**src/rtl/snake_pkg.sv**
```systemverilog
// Shared definitions for the snake game: direction codes, sequencer states
// and default playfield geometry used by the controller, datapath and renderer.
package snake_pkg;

  typedef logic [1:0] dir_t;

  localparam dir_t DIR_LEFT  = 2'd0;
  localparam dir_t DIR_RIGHT = 2'd1;
  localparam dir_t DIR_UP    = 2'd2;
  localparam dir_t DIR_DOWN  = 2'd3;

  typedef enum logic [2:0] {
    ST_IDLE,
    ST_LOAD,
    ST_RUN,
    ST_DECIDE,
    ST_EVAL,
    ST_OVER
  } state_t;

  localparam int DEF_TICK_DIV = 16;
  localparam int DEF_X_MAX    = 20;
  localparam int DEF_Y_MAX    = 30;

  localparam logic [7:0] START_X = 8'd10;
  localparam logic [7:0] START_Y = 8'd15;

  // Codes are paired so that flipping bit 0 yields the opposite heading.
  function automatic dir_t dir_reverse(input dir_t d);
    return d ^ 2'b01;
  endfunction

endpackage

```
**src/rtl/snake_dir_arbiter.sv**
```systemverilog
// Sticky button latches plus the direction arbiter: drops the reversal of the
// current heading and picks LEFT > RIGHT > UP > DOWN among the rest.
module snake_dir_arbiter
  import snake_pkg::*;
(
  input  logic       clk,
  input  logic       reset,
  input  logic [3:0] i_btn,      // indexed by direction code
  input  logic       i_clear,
  input  logic       i_latch,
  input  dir_t       i_cur_dir,
  output dir_t       o_arb_dir
);

  logic [3:0] r_pending;
  logic [3:0] w_pending_next;
  logic [3:0] w_cand;

  // A press in the clearing cycle survives the clear so it is not lost.
  always_comb begin
    w_pending_next = r_pending;
    if (i_clear) w_pending_next = 4'b0000;
    if (i_latch) w_pending_next = w_pending_next | i_btn;
  end

  always_ff @(posedge clk) begin
    if (reset) r_pending <= 4'b0000;
    else       r_pending <= w_pending_next;
  end

  always_comb begin
    w_cand = r_pending;
    w_cand[dir_reverse(i_cur_dir)] = 1'b0;
    if      (w_cand[DIR_LEFT])  o_arb_dir = DIR_LEFT;
    else if (w_cand[DIR_RIGHT]) o_arb_dir = DIR_RIGHT;
    else if (w_cand[DIR_UP])    o_arb_dir = DIR_UP;
    else if (w_cand[DIR_DOWN])  o_arb_dir = DIR_DOWN;
    else                        o_arb_dir = i_cur_dir;
  end

endmodule

```
**src/rtl/snake_game_ctrl.sv**
```systemverilog
// Snake game sequencer: game-state FSM, movement tick, wall collision and score.
// Decisions made in a state appear on the registered outputs the following cycle.
module snake_game_ctrl
  import snake_pkg::*;
#(
  parameter int TICK_DIV = DEF_TICK_DIV,
  parameter int X_MAX    = DEF_X_MAX,
  parameter int Y_MAX    = DEF_Y_MAX
) (
  input  logic       clk,
  input  logic       reset,
  input  logic       btn_left,
  input  logic       btn_right,
  input  logic       btn_up,
  input  logic       btn_down,
  input  logic       btn_start,
  input  logic [7:0] head_x,
  input  logic [7:0] head_y,
  output logic       load_start,
  output logic       step,
  output logic [1:0] dir,
  output logic       running,
  output logic       game_over,
  output logic [7:0] score
);

  localparam int              CW       = $clog2(TICK_DIV);
  localparam logic [CW-1:0]   CNT_LAST = CW'(TICK_DIV - 1);
  localparam logic [7:0]      X_LAST   = 8'(X_MAX - 1);
  localparam logic [7:0]      Y_LAST   = 8'(Y_MAX - 1);

  state_t        r_state;
  state_t        w_state_next;
  logic [CW-1:0] r_cnt;
  dir_t          r_dir;
  dir_t          w_arb_dir;
  logic [7:0]    r_score;
  logic          r_step;
  logic          r_load;
  logic          r_running;
  logic          r_over;
  logic          w_wall;
  logic          w_clear;
  logic          w_latch;

  snake_dir_arbiter u_arb (
    .clk       (clk),
    .reset     (reset),
    .i_btn     ({btn_down, btn_up, btn_right, btn_left}),
    .i_clear   (w_clear),
    .i_latch   (w_latch),
    .i_cur_dir (r_dir),
    .o_arb_dir (w_arb_dir)
  );

  // Equality only: an out-of-range head never counts as a wall.
  always_comb begin
    w_wall = 1'b0;
    case (r_dir)
      DIR_LEFT:  w_wall = (head_x == 8'd0);
      DIR_RIGHT: w_wall = (head_x == X_LAST);
      DIR_UP:    w_wall = (head_y == 8'd0);
      DIR_DOWN:  w_wall = (head_y == Y_LAST);
      default:   w_wall = 1'b0;
    endcase
  end

  always_comb begin
    w_state_next = r_state;
    w_clear      = 1'b0;
    w_latch      = 1'b0;
    case (r_state)
      ST_IDLE:   if (btn_start) w_state_next = ST_LOAD;
      ST_LOAD: begin
        w_clear      = 1'b1;
        w_state_next = ST_RUN;
      end
      ST_RUN: begin
        w_latch = 1'b1;
        if (r_cnt == CNT_LAST) w_state_next = ST_DECIDE;
      end
      ST_DECIDE: begin
        w_clear      = 1'b1;
        w_latch      = 1'b1;
        w_state_next = ST_EVAL;
      end
      ST_EVAL: begin
        w_latch      = 1'b1;
        w_state_next = w_wall ? ST_OVER : ST_RUN;
      end
      ST_OVER:   if (btn_start) w_state_next = ST_LOAD;
      default:   w_state_next = ST_IDLE;
    endcase
  end

  always_ff @(posedge clk) begin
    if (reset) begin
      r_state   <= ST_IDLE;
      r_cnt     <= '0;
      r_dir     <= DIR_LEFT;
      r_score   <= 8'd0;
      r_step    <= 1'b0;
      r_load    <= 1'b0;
      r_running <= 1'b0;
      r_over    <= 1'b0;
    end else begin
      r_state   <= w_state_next;
      r_load    <= (w_state_next == ST_LOAD);
      r_running <= (w_state_next == ST_RUN) || (w_state_next == ST_DECIDE) ||
                   (w_state_next == ST_EVAL);
      r_over    <= (w_state_next == ST_OVER);
      r_step    <= (r_state == ST_EVAL) && !w_wall;
      case (r_state)
        ST_LOAD: begin
          r_score <= 8'd0;
          r_dir   <= DIR_LEFT;
          r_cnt   <= '0;
        end
        ST_RUN:    r_cnt <= (r_cnt == CNT_LAST) ? '0 : r_cnt + CW'(1);
        ST_DECIDE: r_dir <= w_arb_dir;
        ST_EVAL:   if (!w_wall && r_score != 8'd255) r_score <= r_score + 8'd1;
        default: ;
      endcase
    end
  end

  assign load_start = r_load;
  assign step       = r_step;
  assign dir        = r_dir;
  assign running    = r_running;
  assign game_over  = r_over;
  assign score      = r_score;

endmodule

```
**config.mk**
```make
export PLATFORM = sky130hd
export DESIGN_NAME = snake_game_ctrl
export DESIGN_NICKNAME = d
export VERILOG_FILES = /design/src/rtl/snake_pkg.sv /design/src/rtl/snake_dir_arbiter.sv /design/src/rtl/snake_game_ctrl.sv
export SDC_FILE = /design/constraint.sdc
export NUM_CORES = 1
export LEC_CHECK = 0
export CORE_ASPECT_RATIO = 2
export CORE_MARGIN = 5
export CORE_UTILIZATION = 52
export CTS_CLUSTER_SIZE = 12
export DETAILED_ROUTE_END_ITERATION = 8
export PLACE_DENSITY = 0.85
export SLEW_MARGIN = 20
export SYNTH_ARGS = -nofsm -noshare
export SYNTH_HDL_FRONTEND = slang
export SYNTH_SLANG_ARGS = --single-unit
export TNS_END_PERCENT = 100
```
**constraint.sdc**
```tcl
create_clock -name clk -period 4.9 [get_ports clk]
set_input_delay 0.98 -clock clk [delete_from_list [all_inputs] [get_ports clk]]
set_output_delay 0.98 -clock clk [all_outputs]
set_load 0.01 [all_outputs]
```
==> results.md <==
* Status: finished, final reports clean
* Slowest stage delay, CP at 0.53 ns
* CTS Root Cell: clkbuf_8
* FILL cells at 220
* N_diodes at 0
* Detailed Route Iter0 Violations at 46
* RSZ-0062 raised after global routing: no
* Netlist Area Pre-Place at 1410 um^2
* Max Used Layer: met4
* Num CTS Buffers at 3
* Core area at 2570 um^2
* Mapped Cells at 172
* Layout cells sized above 1 at 4.46%
* Final core occ at 70.0%
* Gr ovfl total at 0
* WP data required at 5.03 ns
* # nets final at 228
* Die area at 3910 um^2
* Post-synth top area cell: dfxtp_1
* Vias per inst at 6.22
* H-tree depth at 1
* Vias at 1430
* GRT Total Usage at 18.8%
* PortBufs at 36
* Min-delay worst type: register to register
* Final Skew at 0.00801 ns
* Synthesized area per cell at 8.18 um^2
* Met3 WL post-DR at 143 um
* Max Clk Rate at 0.380 GHz
* First-pass GRT wire length at 5800 um
* Final GP Congestion at 0.879
* Drt pass-1 iters at 4
* Final Hold Fails at 0
* Hpwl dp at 2700 um
* Worst Tran Pin Value at 0.817 ns
* Worst-path fanout max at 5
* Synth warnings at 0
* Total of flip-flops plus latches after synthesis at 25
* WL final at 3470 um
* Initial antenna violation count at 0
* Routed Antenna Nets at 0
* Chip Height at 83.5 um
* Most common library cell in the layout ignoring fill and taps: clkdlybuf4s50_1
* Worst setup path class: input port to register
* Syn_nets at 197
* Worst relative slew slack at 45.4%
* CP top delay family: simple AND/OR/NAND/NOR gates
* Post-synth cell types at 43
* Final setup fails at 0
* Crit end category: register
* Worst path slowest cell: or4_4
* Reg clk slew, reported paths at 0.09 ns
* Later-pin clock latency in the skew report at 0.27 ns
* Row count at 26
* Largest net degree at the start of global routing at 24
* MaxCap Viol Count at 0
* Post-route setup TNS at 0 ns
* Tcrit/Tclk final at 53.7%
* Crit path launch type: input port
* DRC at 0
* Initial Util at 54.7%
* Num Clock Sinks at 25
* CTS tree: yes
* Top cell type's share of synthesized area at 35.6%
* Met1 wire length at 1280 um
* Routed length on met2 at 1980 um
* Post-CTS Hold Buffers at 0
* Die Wd at 46.8 um
* Crit-path cells: clkdlybuf4s50_1 -> or4_4 -> a2111oi_4 -> a31oi_1 -> nand2_1 -> a21oi_1
* Vias in the first global route at 1431
* Max Root-Sink Buffers at 2
* Seq/Total Area, Yosys at 35.6%
* Synth top area cells: dfxtp_1, a21oi_1, nor2_1
* Pwr Density at 225 nW/um^2
* CP Data Arrival Time at 2.76 ns
* Setup Buffers After CTS at 0
* Peak VDD IR at 0.244 mV
* Hold_ws at 0.501 ns
* Most frequent cells in the layout: clkdlybuf4s50_1, dfxtp_1, nor2_1
* Post-cts resize count at 0
* IO Count at 37
* LEAKAGE at 0.000590 uW
* Max-slew violations at 0
* Drt wl/cell at 15.1 um
* Bufs and invs on worst path at 1
* Area Growth Syn to Fin at 27.8%
* Min Tclk post-route at 2.63 ns
[worst min-delay path, cell delays in order, from the launching register on]
cell and delay [ns]:
dfxtp_1 0.35, nand2_1 0.07, o21ai_1 0.05
[report_power, final]
group / total [uW] / switching, uW / internal, uW
Clock: 126 / 68.2 / 57.7
Sequential: 220 / 11.0 / 209
Combinational: 59.1 / 25.8 / 33.2
[path summary, 6_finish.rpt]
check	from	to	slack, ns	depth (start not counted)
min	score[1]	score[1]	0.50	2
min reg2reg	score[1]	score[1]	0.50	2
max	head_x[0]	r_state[1]	2.27	6
max reg2reg	r_state[2]	score[5]	2.71	5
[cells by family after synthesis]
family / synth area share (%)
fa+ha+maj: 1.78
flops: 35.6
mux: 4.45
compound gates: 23.7
simple gates: 30.0
buf+inv: 4.54
[metrics by stage]
step | total power (uW) | setup slack (ns) | cells | cell area [um^2]
6_report | 405 | 2.27 | 230 | 1800
3_3_place_gp | 281 | 2.00 | 226 | 1750
3_5_place_dp | 283 | 1.97 | 226 | 1750
5_1_grt | 422 | 2.17 | 230 | 1800
2_1_floorplan | 253 | 2.49 | 172 | 1410
4_1_cts | 407 | 2.26 | 230 | 1800
[synthesized netlist by cell type, drive strengths merged]
cell type / number
o21ai: 10
o31ai: 2
nor4: 3
nor4b: 1
clkbuf: 7
a22o: 1
and4: 2
nand4: 6
a31o: 2
o22a: 1
o21a: 1
nand2b: 2
buf: 3
and3: 1
nand4b: 2
nand3: 4
nor2: 22
a2111oi: 1
nor3b: 3
mux2: 2
a21oi: 17
or3: 2
a221oi: 5
a22oi: 2
and2: 1
nand2: 16
nor2b: 4
a21o: 1
o22ai: 1
or2: 1
a31oi: 5
mux2i: 4
ha: 2
inv: 3
nand3b: 1
dfxtp: 25
or4: 6
[area by class of cell]
type                    count  area, um^2  share of cell area (%)
multi-input cells         134         842                    46.8
repair buffers             36         360                    20.0
clock inverters             1        7.51                   0.418
clock buffers               3        41.3                    2.30
flip-flops and latches     25         500                    27.8
inverters                   3        11.3                   0.626
well taps                  28        35.0                    1.95
[layer usage]
| metal | vias to the layer above | global-route usage [%] |
|---|---|---|
| li1 | 700 | - |
| met1 | 691 | 19.7 |
| met2 | 31 | 34.7 |
| met3 | 8 | 2.16 |
| met4 | 0 | 7.05 |
| met5 | - | 0 |
[state kept, by name (all words and copies together), names as in the netlist]
| register | count |
|---|---|
| r_state | 3 |
| step | 1 |
| game_over | 1 |
| u_arb.r_pending | 4 |
| dir | 2 |
| score | 8 |
| load_start | 1 |
| running | 1 |
| r_cnt | 4 |
(Power assumes the default switching activity.)
